--- src/rtl/reg_fifo_pkg.sv ---
// Shared definitions for the register FIFO: stage select codes
// and the level-width helper.
package reg_fifo_pkg;

   localparam logic [1:0] SEL_HOLD = 2'b00;
   localparam logic [1:0] SEL_NEXT = 2'b01;
   localparam logic [1:0] SEL_IN   = 2'b10;
   localparam logic [1:0] SEL_CLR  = 2'b11;

   function automatic int lw_f(input int depth);
      return $clog2(depth + 1);
   endfunction

endpackage

--- src/rtl/reg_fifo_if.sv ---
// Producer/consumer bundle of the register FIFO.
interface reg_fifo_if #(
   parameter int WIDTH = 4,
   parameter int LW    = 3
);
   logic [WIDTH-1:0] si;
   logic             shift_in;
   logic             shift_out;
   logic             flush;
   logic [WIDTH-1:0] so;
   logic             empty;
   logic             full;
   logic [LW-1:0]    level;
   logic             almost_full;
   logic             almost_empty;
   logic             overflow;
   logic             underflow;

   modport master (
      output si, shift_in, shift_out, flush,
      input  so, empty, full, level,
      input  almost_full, almost_empty,
      input  overflow, underflow
   );

   modport slave (
      input  si, shift_in, shift_out, flush,
      output so, empty, full, level,
      output almost_full, almost_empty,
      output overflow, underflow
   );
endinterface

--- src/rtl/reg_fifo_stage.sv ---
// One FIFO storage stage: data register plus valid bit,
// steered by a 2-bit select from the top level.
module reg_fifo_stage
   import reg_fifo_pkg::*;
#(
   parameter int WIDTH = 4
) (
   input  logic             clk,
   input  logic             res_n,
   input  logic [1:0]       sel_i,
   input  logic [WIDTH-1:0] next_i,
   input  logic             next_vld_i,
   input  logic [WIDTH-1:0] si_i,
   output logic [WIDTH-1:0] data_o,
   output logic             valid_o
);

   logic [WIDTH-1:0] data_q, data_d;
   logic             valid_q, valid_d;

   always_comb begin
      data_d  = data_q;
      valid_d = valid_q;
      unique case (sel_i)
         SEL_HOLD: ;
         SEL_NEXT: begin
            data_d  = next_i;
            valid_d = next_vld_i;
         end
         SEL_IN: begin
            data_d  = si_i;
            valid_d = 1'b1;
         end
         SEL_CLR: valid_d = 1'b0;
      endcase
   end

   always_ff @(posedge clk or negedge res_n) begin
      if (!res_n) begin
         data_q  <= '0;
         valid_q <= 1'b0;
      end else begin
         data_q  <= data_d;
         valid_q <= valid_d;
      end
   end

   assign data_o  = data_q;
   assign valid_o = valid_q;

endmodule

--- src/rtl/reg_fifo.sv ---
// Register FIFO top: level counter, per-stage select generation,
// flag decode and registered overflow/underflow pulses.
module reg_fifo
   import reg_fifo_pkg::*;
#(
   parameter int WIDTH    = 4,
   parameter int DEPTH    = 4,
   parameter int AF_LEVEL = 3,
   parameter int AE_LEVEL = 1
) (
   input  logic       clk,
   input  logic       res_n,
   reg_fifo_if.slave  bus
);

   localparam int LW = lw_f(DEPTH);
   localparam logic [LW-1:0] ONE  = LW'(1);
   localparam logic [LW-1:0] LMAX = LW'(DEPTH);

   logic [LW-1:0]    level_q, level_d, lvl_m1;
   logic             ovf_q, ovf_d;
   logic             unf_q, unf_d;
   logic             full, empty;
   logic             push, pop;
   logic [1:0]       sel  [DEPTH];
   logic [WIDTH-1:0] data [DEPTH+1];
   logic             vld  [DEPTH+1];

   assign empty  = (level_q == '0);
   assign full   = (level_q == LMAX);
   assign lvl_m1 = level_q - ONE;
   assign pop    = bus.shift_out & ~empty;
   assign push   = bus.shift_in & (~full | pop);

   // Stage above the top one never feeds a valid entry.
   assign data[DEPTH] = '0;
   assign vld[DEPTH]  = 1'b0;

   always_comb begin
      for (int i = 0; i < DEPTH; i++) begin
         sel[i] = SEL_HOLD;
         if (bus.flush) begin
            sel[i] = SEL_CLR;
         end else if (pop) begin
            if (LW'(i) < lvl_m1)
               sel[i] = SEL_NEXT;
            else if (LW'(i) == lvl_m1)
               sel[i] = push ? SEL_IN : SEL_CLR;
         end else if (push && LW'(i) == level_q) begin
            sel[i] = SEL_IN;
         end
      end
   end

   for (genvar g = 0; g < DEPTH; g++) begin : g_stage
      reg_fifo_stage #(.WIDTH(WIDTH)) u_stage (
         .clk        (clk),
         .res_n      (res_n),
         .sel_i      (sel[g]),
         .next_i     (data[g+1]),
         .next_vld_i (vld[g+1]),
         .si_i       (bus.si),
         .data_o     (data[g]),
         .valid_o    (vld[g])
      );
   end

   always_comb begin
      level_d = level_q + LW'(push) - LW'(pop);
      ovf_d   = bus.shift_in & full & ~pop;
      unf_d   = bus.shift_out & empty;
      if (bus.flush) begin
         level_d = '0;
         ovf_d   = 1'b0;
         unf_d   = 1'b0;
      end
   end

   always_ff @(posedge clk or negedge res_n) begin
      if (!res_n) begin
         level_q <= '0;
         ovf_q   <= 1'b0;
         unf_q   <= 1'b0;
      end else begin
         level_q <= level_d;
         ovf_q   <= ovf_d;
         unf_q   <= unf_d;
      end
   end

   // Head valid bit must always agree with the level counter.
   a_head_vld: assert property (
      @(posedge clk) disable iff (!res_n) vld[0] == ~empty
   );

   assign bus.so           = data[0];
   assign bus.empty        = empty;
   assign bus.full         = full;
   assign bus.level        = level_q;
   assign bus.almost_full  = (level_q >= LW'(AF_LEVEL));
   assign bus.almost_empty = (level_q <= LW'(AE_LEVEL));
   assign bus.overflow     = ovf_q;
   assign bus.underflow    = unf_q;

endmodule

--- src/flat_wrapper.sv ---
// flat-port wrapper written by rule: the top's interface ports become plain ports
module reg_fifo_flat import reg_fifo_pkg::*;
#(
   parameter int WIDTH    = 4,
   parameter int DEPTH    = 4,
   parameter int AF_LEVEL = 3,
   parameter int AE_LEVEL = 1
)
  (clk, res_n, bus_si, bus_shift_in, bus_shift_out, bus_flush, bus_so, bus_empty, bus_full, bus_level, bus_almost_full, bus_almost_empty, bus_overflow, bus_underflow);
  reg_fifo_if #(.WIDTH(WIDTH), .LW(3)) bus_i ();
  input  logic clk;
  input  logic res_n;
  input wire logic [$bits(bus_i.si)-1:0] bus_si;
  input wire logic [$bits(bus_i.shift_in)-1:0] bus_shift_in;
  input wire logic [$bits(bus_i.shift_out)-1:0] bus_shift_out;
  input wire logic [$bits(bus_i.flush)-1:0] bus_flush;
  output wire logic [$bits(bus_i.so)-1:0] bus_so;
  output wire logic [$bits(bus_i.empty)-1:0] bus_empty;
  output wire logic [$bits(bus_i.full)-1:0] bus_full;
  output wire logic [$bits(bus_i.level)-1:0] bus_level;
  output wire logic [$bits(bus_i.almost_full)-1:0] bus_almost_full;
  output wire logic [$bits(bus_i.almost_empty)-1:0] bus_almost_empty;
  output wire logic [$bits(bus_i.overflow)-1:0] bus_overflow;
  output wire logic [$bits(bus_i.underflow)-1:0] bus_underflow;
  assign bus_i.si = bus_si;
  assign bus_i.shift_in = bus_shift_in;
  assign bus_i.shift_out = bus_shift_out;
  assign bus_i.flush = bus_flush;
  assign bus_so = bus_i.so;
  assign bus_empty = bus_i.empty;
  assign bus_full = bus_i.full;
  assign bus_level = bus_i.level;
  assign bus_almost_full = bus_i.almost_full;
  assign bus_almost_empty = bus_i.almost_empty;
  assign bus_overflow = bus_i.overflow;
  assign bus_underflow = bus_i.underflow;
  reg_fifo #(.WIDTH(WIDTH), .DEPTH(DEPTH), .AF_LEVEL(AF_LEVEL), .AE_LEVEL(AE_LEVEL)) u_core (.clk(clk), .res_n(res_n), .bus(bus_i));
endmodule
--- config.mk ---
export PLATFORM = sky130hd
export DESIGN_NAME = reg_fifo_flat
export DESIGN_NICKNAME = d
export VERILOG_FILES = /design/src/rtl/reg_fifo_pkg.sv /design/src/rtl/reg_fifo_if.sv /design/src/rtl/reg_fifo_stage.sv /design/src/rtl/reg_fifo.sv /design/src/flat_wrapper.sv
export SDC_FILE = /design/constraint.sdc
export NUM_CORES = 1
export LEC_CHECK = 0
export BUFFER_PORTS_ARGS = -buffer_cell sky130_fd_sc_hd__buf_2
export CELL_PAD_IN_SITES_DETAIL_PLACEMENT = 1
export CELL_PAD_IN_SITES_GLOBAL_PLACEMENT = 1
export CORE_MARGIN = 4
export CORE_UTILIZATION = 42
export DETAILED_ROUTE_END_ITERATION = 8
export PLACE_DENSITY_LB_ADDON = 0.1
export SETUP_SLACK_MARGIN = 0.02
export SLEW_MARGIN = 0
export SYNTH_ARGS = -nofsm -noshare
export SYNTH_HDL_FRONTEND = slang
export SYNTH_SLANG_ARGS = --single-unit
--- constraint.sdc ---
create_clock -name clk -period 3.25 [get_ports clk]
set_input_delay 0.1625 -clock clk [delete_from_list [all_inputs] [get_ports clk]]
set_output_delay 0.1625 -clock clk [all_outputs]
set_load 0.1 [all_outputs]
==> reports/metrics.yaml, run 1 <==
status: "complete, no violations"
yosysSeqAreaShare: 0.398
grt_pass1_vias: 1027
cts_buffer_depth: 2
grt_overflow: 0
drive_above_1_share: 0.186
finalHoldViolCount: 0
fp.dieH_um: 64.0
rsz0062_at_grt: "false"
tightest_slew_ns: 0.488
final_area_sq_um: 1470
die_w_um: 64.0
cts_tree: "built"
placed_cell_area_sq_um: 1430
maxCapViolations: 0
clock_sinks: 21
crit_arrival_ns: 2.77
initial_utilization: 0.436
yosys.area.top_type: "dfrtp_1"
final_cells: 200
utilization: 0.486
fmax_mhz: 391
maxSlewViolCount: 0
critical_path_class: "reg2reg"
hpwl_um: 2160
cts_root_buffer: "clkbuf_4"
area_delta_synth_final_pct: 11.5
synth.avg_cell_area_sq_um: 9.49
cp-start-kind: "flop"
fin_crit_sh: 0.787
max_slew_margin: 0.675
end_kind: "flop"
cts_buffers: 3
ys_ff_latch: 21
skew_ns: 0.00140
yosysMostFrequentCell: "nand2_1"
htreeDepth: 1
routed_wl_um: 2820
syn_inst: 139
grt_use_total: 0.153
grt_antenna_before_repair: 0
synth_nets: 163
drtAntennaViolNets: 0
syn_area_sq_um: 1320
num_antenna_cells: 0
vias_per_cell: 5.19
min_path_type: "in2reg"
vias: 1038
setup_viol: 0
core-area_sq_um: 3030
wl_per_cell_um: 14.1
synth_top_area_share: 0.398
synth_edf_count: 0
portBuffers: 21
required_ns: 3.46
drcViolationCount: 0
yosys-top-cells-area: "dfrtp_1 40%, ha_1 13%, mux2i_1 9.1%"
num_io_pins: 22
yosysWarnings: 0
die_area_sq_um: 4100
synth-main-ff-cell: "dfrtp_1"
fin_crit_ns: 2.56
grt_max_degree: 22
synth_cell_type_count: 29
grt_pass1_wl_um: 4910
drtIter0Drc: 33
clk_pin_slew_ns: 0.13
rows: 20
synth_common_cells: "24 x nand2_1, 21 x dfrtp_1, 14 x ha_1, 12 x mux2i_1, 12 x o21ai_1"
setup_tns_ns: 0
placed_cells: 195
nNetsFinal: 181
crit_fanout: 12
synthArstFlopShare: 1.00
clkLatencyLatePin_ns: 0.31
cts_resized: 0
firstDrtPassIters: 4
place_congestion: 0.849
[worst max-delay path, stage by stage (launching register included)]
cell and delay, ns:
dfrtp_2 0.50, inv_1 0.15, ha_1 0.28, nand2b_2 0.10
inv_2 0.06, nor2_1 0.26, ha_1 0.30, inv_1 0.06
ha_1 0.13, inv_1 0.05, fa_1 0.37, xnor2_1 0.14
nor2_1 0.05
[final cells by class]
class                   instances  area, sq um
well taps                      44         55.1
inverters                      10         37.5
repair buffers                 22          115
clock inverters                 1         5.00
flip-flops and latches         21          528
multi-input cells              99          707
clock buffers                   3         22.5
fillers                       364         1560
[cell usage in the layout (no fill, tap or decap), types with 2 or more instances in the layout]
master / count
dfrtp_2: 2
nor2b_1: 2
o21ai_1: 12
nand2_1: 24
nor3_1: 2
inv_1: 9
mux2i_1: 12
xnor2_1: 2
nor2_1: 4
clkbuf_4: 3
buf_2: 21
a221o_1: 4
o21ai_0: 4
dfrtp_1: 19
ha_1: 14
a21oi_1: 5
a311oi_1: 2
[flip-flops by register name, summed over array words and instances (netlist names)]
signal	flops
u_core.g_stage.u_stage.data_o	16
u_core.bus.overflow	1
u_core.bus.underflow	1
u_core.bus.level	3
[stage by stage]
stage          hold slack [ns]  setup slack [ns]
6_report                0.0256             0.692
5_1_grt                0.00859             0.545
4_1_cts                0.00846             0.688
3_5_place_dp             0.155             0.714
3_3_place_gp             0.140             0.794
2_1_floorplan           -0.133             0.189
[what timing repair did]
action | 4_1_cts | 5_1_grt
buffers inserted | 0 | 0
hold endpoints to repair | 21 | 0
hold buffers | 1 | 0
setup endpoints to repair | 0 | 0
[metal layers]
layer  GRT usage  share of wire  up-vias
met5           0              0        -
met4      0.0566          0.014        0
met3      0.0299          0.046        5
met2       0.246           0.45       24
met1       0.202           0.49      494
li1            -              -      515
[path summary, 6_finish.rpt]
check | slack [ns] | cells after the start | end | from
hold reg to reg | 0.50 | 2 | u_core.g_stage[0].u_stage.data_o[2] | u_core.g_stage[0].u_stage.data_o[2]
hold / removal | 0.03 | 2 | u_core.bus.overflow | bus_shift_out
min in group asynchronous | 0.33 | 2 | u_core.bus.overflow | res_n
max in group asynchronous | 2.56 | 2 | u_core.bus.level[1] | res_n
setup / recovery | 0.69 | 12 | u_core.bus.level[2] | u_core.bus.level[0]
setup reg to reg | 0.69 | 12 | u_core.bus.level[2] | u_core.bus.level[0]
[logic make-up (layout without fill, tap and decap cells)]
family                     count (synthesis)  after routing  synth area share
buffers and inverters                     19             36            0.0655
muxes                                     12             12            0.0911
AOI/OAI and AO/OA                         32             32             0.156
xor gates and xnor gates                   2              2            0.0133
and+or+nand+nor                           38             38             0.128
adders and majority gates                 15             15             0.148
DFF                                       21             21             0.398
Power of run 1 is not shown: default switching activity piles up to over one toggle a cycle in this logic, so the estimate is an artifact.
==> run 2: changes to the inputs <==
--- a/config.mk
+++ b/config.mk
@@ -9,7 +9,7 @@
 export CELL_PAD_IN_SITES_DETAIL_PLACEMENT = 1
 export CELL_PAD_IN_SITES_GLOBAL_PLACEMENT = 1
 export CORE_MARGIN = 4
-export CORE_UTILIZATION = 42
+export CORE_UTILIZATION = 38
 export DETAILED_ROUTE_END_ITERATION = 8
 export PLACE_DENSITY_LB_ADDON = 0.1
 export SETUP_SLACK_MARGIN = 0.02
==> constraint.sdc (replaced) <==
create_clock -name clk -period 2.35 [get_ports clk]
set_input_delay 0.1175 -clock clk [delete_from_list [all_inputs] [get_ports clk]]
set_output_delay 0.1175 -clock clk [all_outputs]
set_load 0.1 [all_outputs]
==> run 2 against run 1 <==
Register-to-register slack lost 0.53 ns; worst hold slack gained 0.046 ns; worst setup slack lost 0.53 ns; sequential cell count is the same; critical path depth shrank 1; non-clock buffer count grew 4; core utilization shrank 1.1 points; die area grew 9.2%; largest cell class unchanged.
==> reports/metrics.yaml, run 2 (synthesis results as in run 1) <==
status: "complete, no violations"  # unchanged
initial_utilization: 0.395  # was 0.436
place_congestion: 0.848  # was 0.849
drtAntennaViolNets: 0  # unchanged
die_w_um: 66.9  # was 64.0 um
cp-start-kind: "flop"  # unchanged
die_area_sq_um: 4480  # was 4100 sq um
grt_antenna_before_repair: 0  # unchanged
clock_sinks: 21  # unchanged
fp.dieH_um: 66.9  # was 64.0 um
largest_reg_flops: 16  # unchanged
rows: 21  # was 20
required_ns: 2.57  # was 3.46 ns
firstDrtPassIters: 4  # unchanged
nNetsFinal: 185  # was 181
vias_per_cell: 5.10  # was 5.19
portBuffers: 21  # unchanged
crit_arrival_ns: 2.41  # was 2.77 ns
grt_pass1_wl_um: 5710  # was 4910 um
fin_crit_ns: 2.19  # was 2.56 ns
area_delta_synth_final_pct: 20.0  # was 11.5%
grt_pass1_vias: 1159  # was 1027
num_antenna_cells: 0  # unchanged
end_kind: "flop"  # unchanged
drcViolationCount: 0  # unchanged
grt_max_degree: 22  # unchanged
routed_wl_um: 3230  # was 2820 um
wl_per_cell_um: 15.7  # was 14.1 um
setup_viol: 0  # unchanged
fmax_mhz: 456  # was 391 MHz
clkLatencyLatePin_ns: 0.32  # was 0.31 ns
min_path_type: "in2reg"  # unchanged
vias: 1050  # was 1038
maxCapViolations: 0  # unchanged
drive_above_1_share: 0.275  # was 0.186
drtIter0Drc: 22  # was 33
crit_fanout: 5  # was 12
maxSlewViolCount: 0  # unchanged
cts_root_buffer: "clkbuf_4"  # unchanged
utilization: 0.474  # was 0.486
finalHoldViolCount: 0  # unchanged
cts_buffer_depth: 2  # unchanged
critical_path_class: "reg2reg"  # unchanged
grtUsageMet1: 0.229  # was 0.202
cts_buffers: 3  # unchanged
mostFrequentLayoutCells: "23 x nand2_1, 21 x buf_2, 18 x dfrtp_1"  # was 24 x nand2_1, 21 x buf_2, 19 x dfrtp_1
post_cts_buffers: 0  # unchanged
cts_tree: "built"  # unchanged
htreeDepth: 1  # unchanged
mostFrequentLayoutCell: "nand2_1"  # unchanged
busiest_layer: "met2"  # unchanged
clk_pin_slew_ns: 0.13  # about the same
grt_overflow: 0  # unchanged
num_io_pins: 22  # unchanged
max_slew_margin: 0.654  # was 0.675
gr-usage-met2: 0.285  # was 0.246
use_met3: 0.0219  # was 0.0299
skew_ns: 0.00634  # was 0.00140 ns
hpwl_um: 2520  # was 2160 um
grt_use_total: 0.169  # was 0.153
tightest_slew_ns: 0.519  # was 0.488 ns
core-area_sq_um: 3340  # was 3030 sq um
fin_crit_sh: 0.932  # was 0.787
rsz0062_at_grt: "false"  # unchanged
[run 2: changes by cell type in the layout (fill, tap and decap cells not counted), sizes merged]
cell	before	now
clkinvlp	0	1
buf	21	24
inv	10	9
dlygate4sd3	1	2
[run 2: cell type report]
cell class	instances	area, sq um
clock buffer	3	22.5
clock inverter	1	5.00
fill	408	1750
inverter	10	51.3
multi-input combinational	99	764
sequential	21	534
tap	46	57.6
timing repair buffer	26	148
[run 2: metal layers]
layer	routed length, um	part of all wire
met5	0	0
met4	29	0.0090
met3	111	0.034
met2	1530	0.47
met1	1560	0.48
[run 2: worst max-delay path: stages (launching register included)]
cell,delay (ns)
dfrtp_4,0.51
inv_4,0.10
ha_4,0.18
nand2b_4,0.09
inv_8,0.07
nor2_2,0.05
ha_1,0.28
inv_1,0.06
ha_1,0.13
inv_1,0.04
fa_2,0.51
nor2_1,0.04
[run 2: timing repair]
item                                    CTS  global route
hold buffers                              2             0
endpoints found under the setup margin    2             5
cloned                                    0             0
pin swaps                                 0             0
hold endpoints to repair                 22             0
gates resized for setup                   1             2
[run 2: stage by stage]
stage / instances / TNS [ns] / hold WS, ns / area (sq um) / setup slack [ns]
after global routing: 206 / 0 / 0.0857 / 1580 / 0.0412
final: 206 / 0 / 0.0716 / 1580 / 0.159
after CTS: 206 / 0 / 0.0719 / 1580 / 0.0495
after global placement: 200 / 0 / 0.101 / 1530 / 0.122
after detailed placement: 200 / -0.00232 / 0.121 / 1530 / -0.00232
after floorplan: 139 / -0.817 / -0.178 / 1420 / -0.321
[run 2: path summary, 6_finish.rpt]
| check | cells past startpoint | slack (ns) | from | endpoint |
|---|---|---|---|---|
| min | 3 | 0.07 | bus_si[0] | u_core.g_stage[3].u_stage.data_o[0] |
| min reg2reg | 2 | 0.50 | u_core.g_stage[3].u_stage.data_o[2] | u_core.g_stage[3].u_stage.data_o[2] |
| min in group asynchronous | 2 | 0.28 | res_n | u_core.bus.underflow |
| max | 11 | 0.16 | u_core.bus.level[0] | u_core.bus.level[1] |
| max in group asynchronous | 2 | 1.68 | res_n | u_core.bus.level[0] |
| max reg2reg | 11 | 0.16 | u_core.bus.level[0] | u_core.bus.level[1] |
Power of run 2 is left out for the same reason.
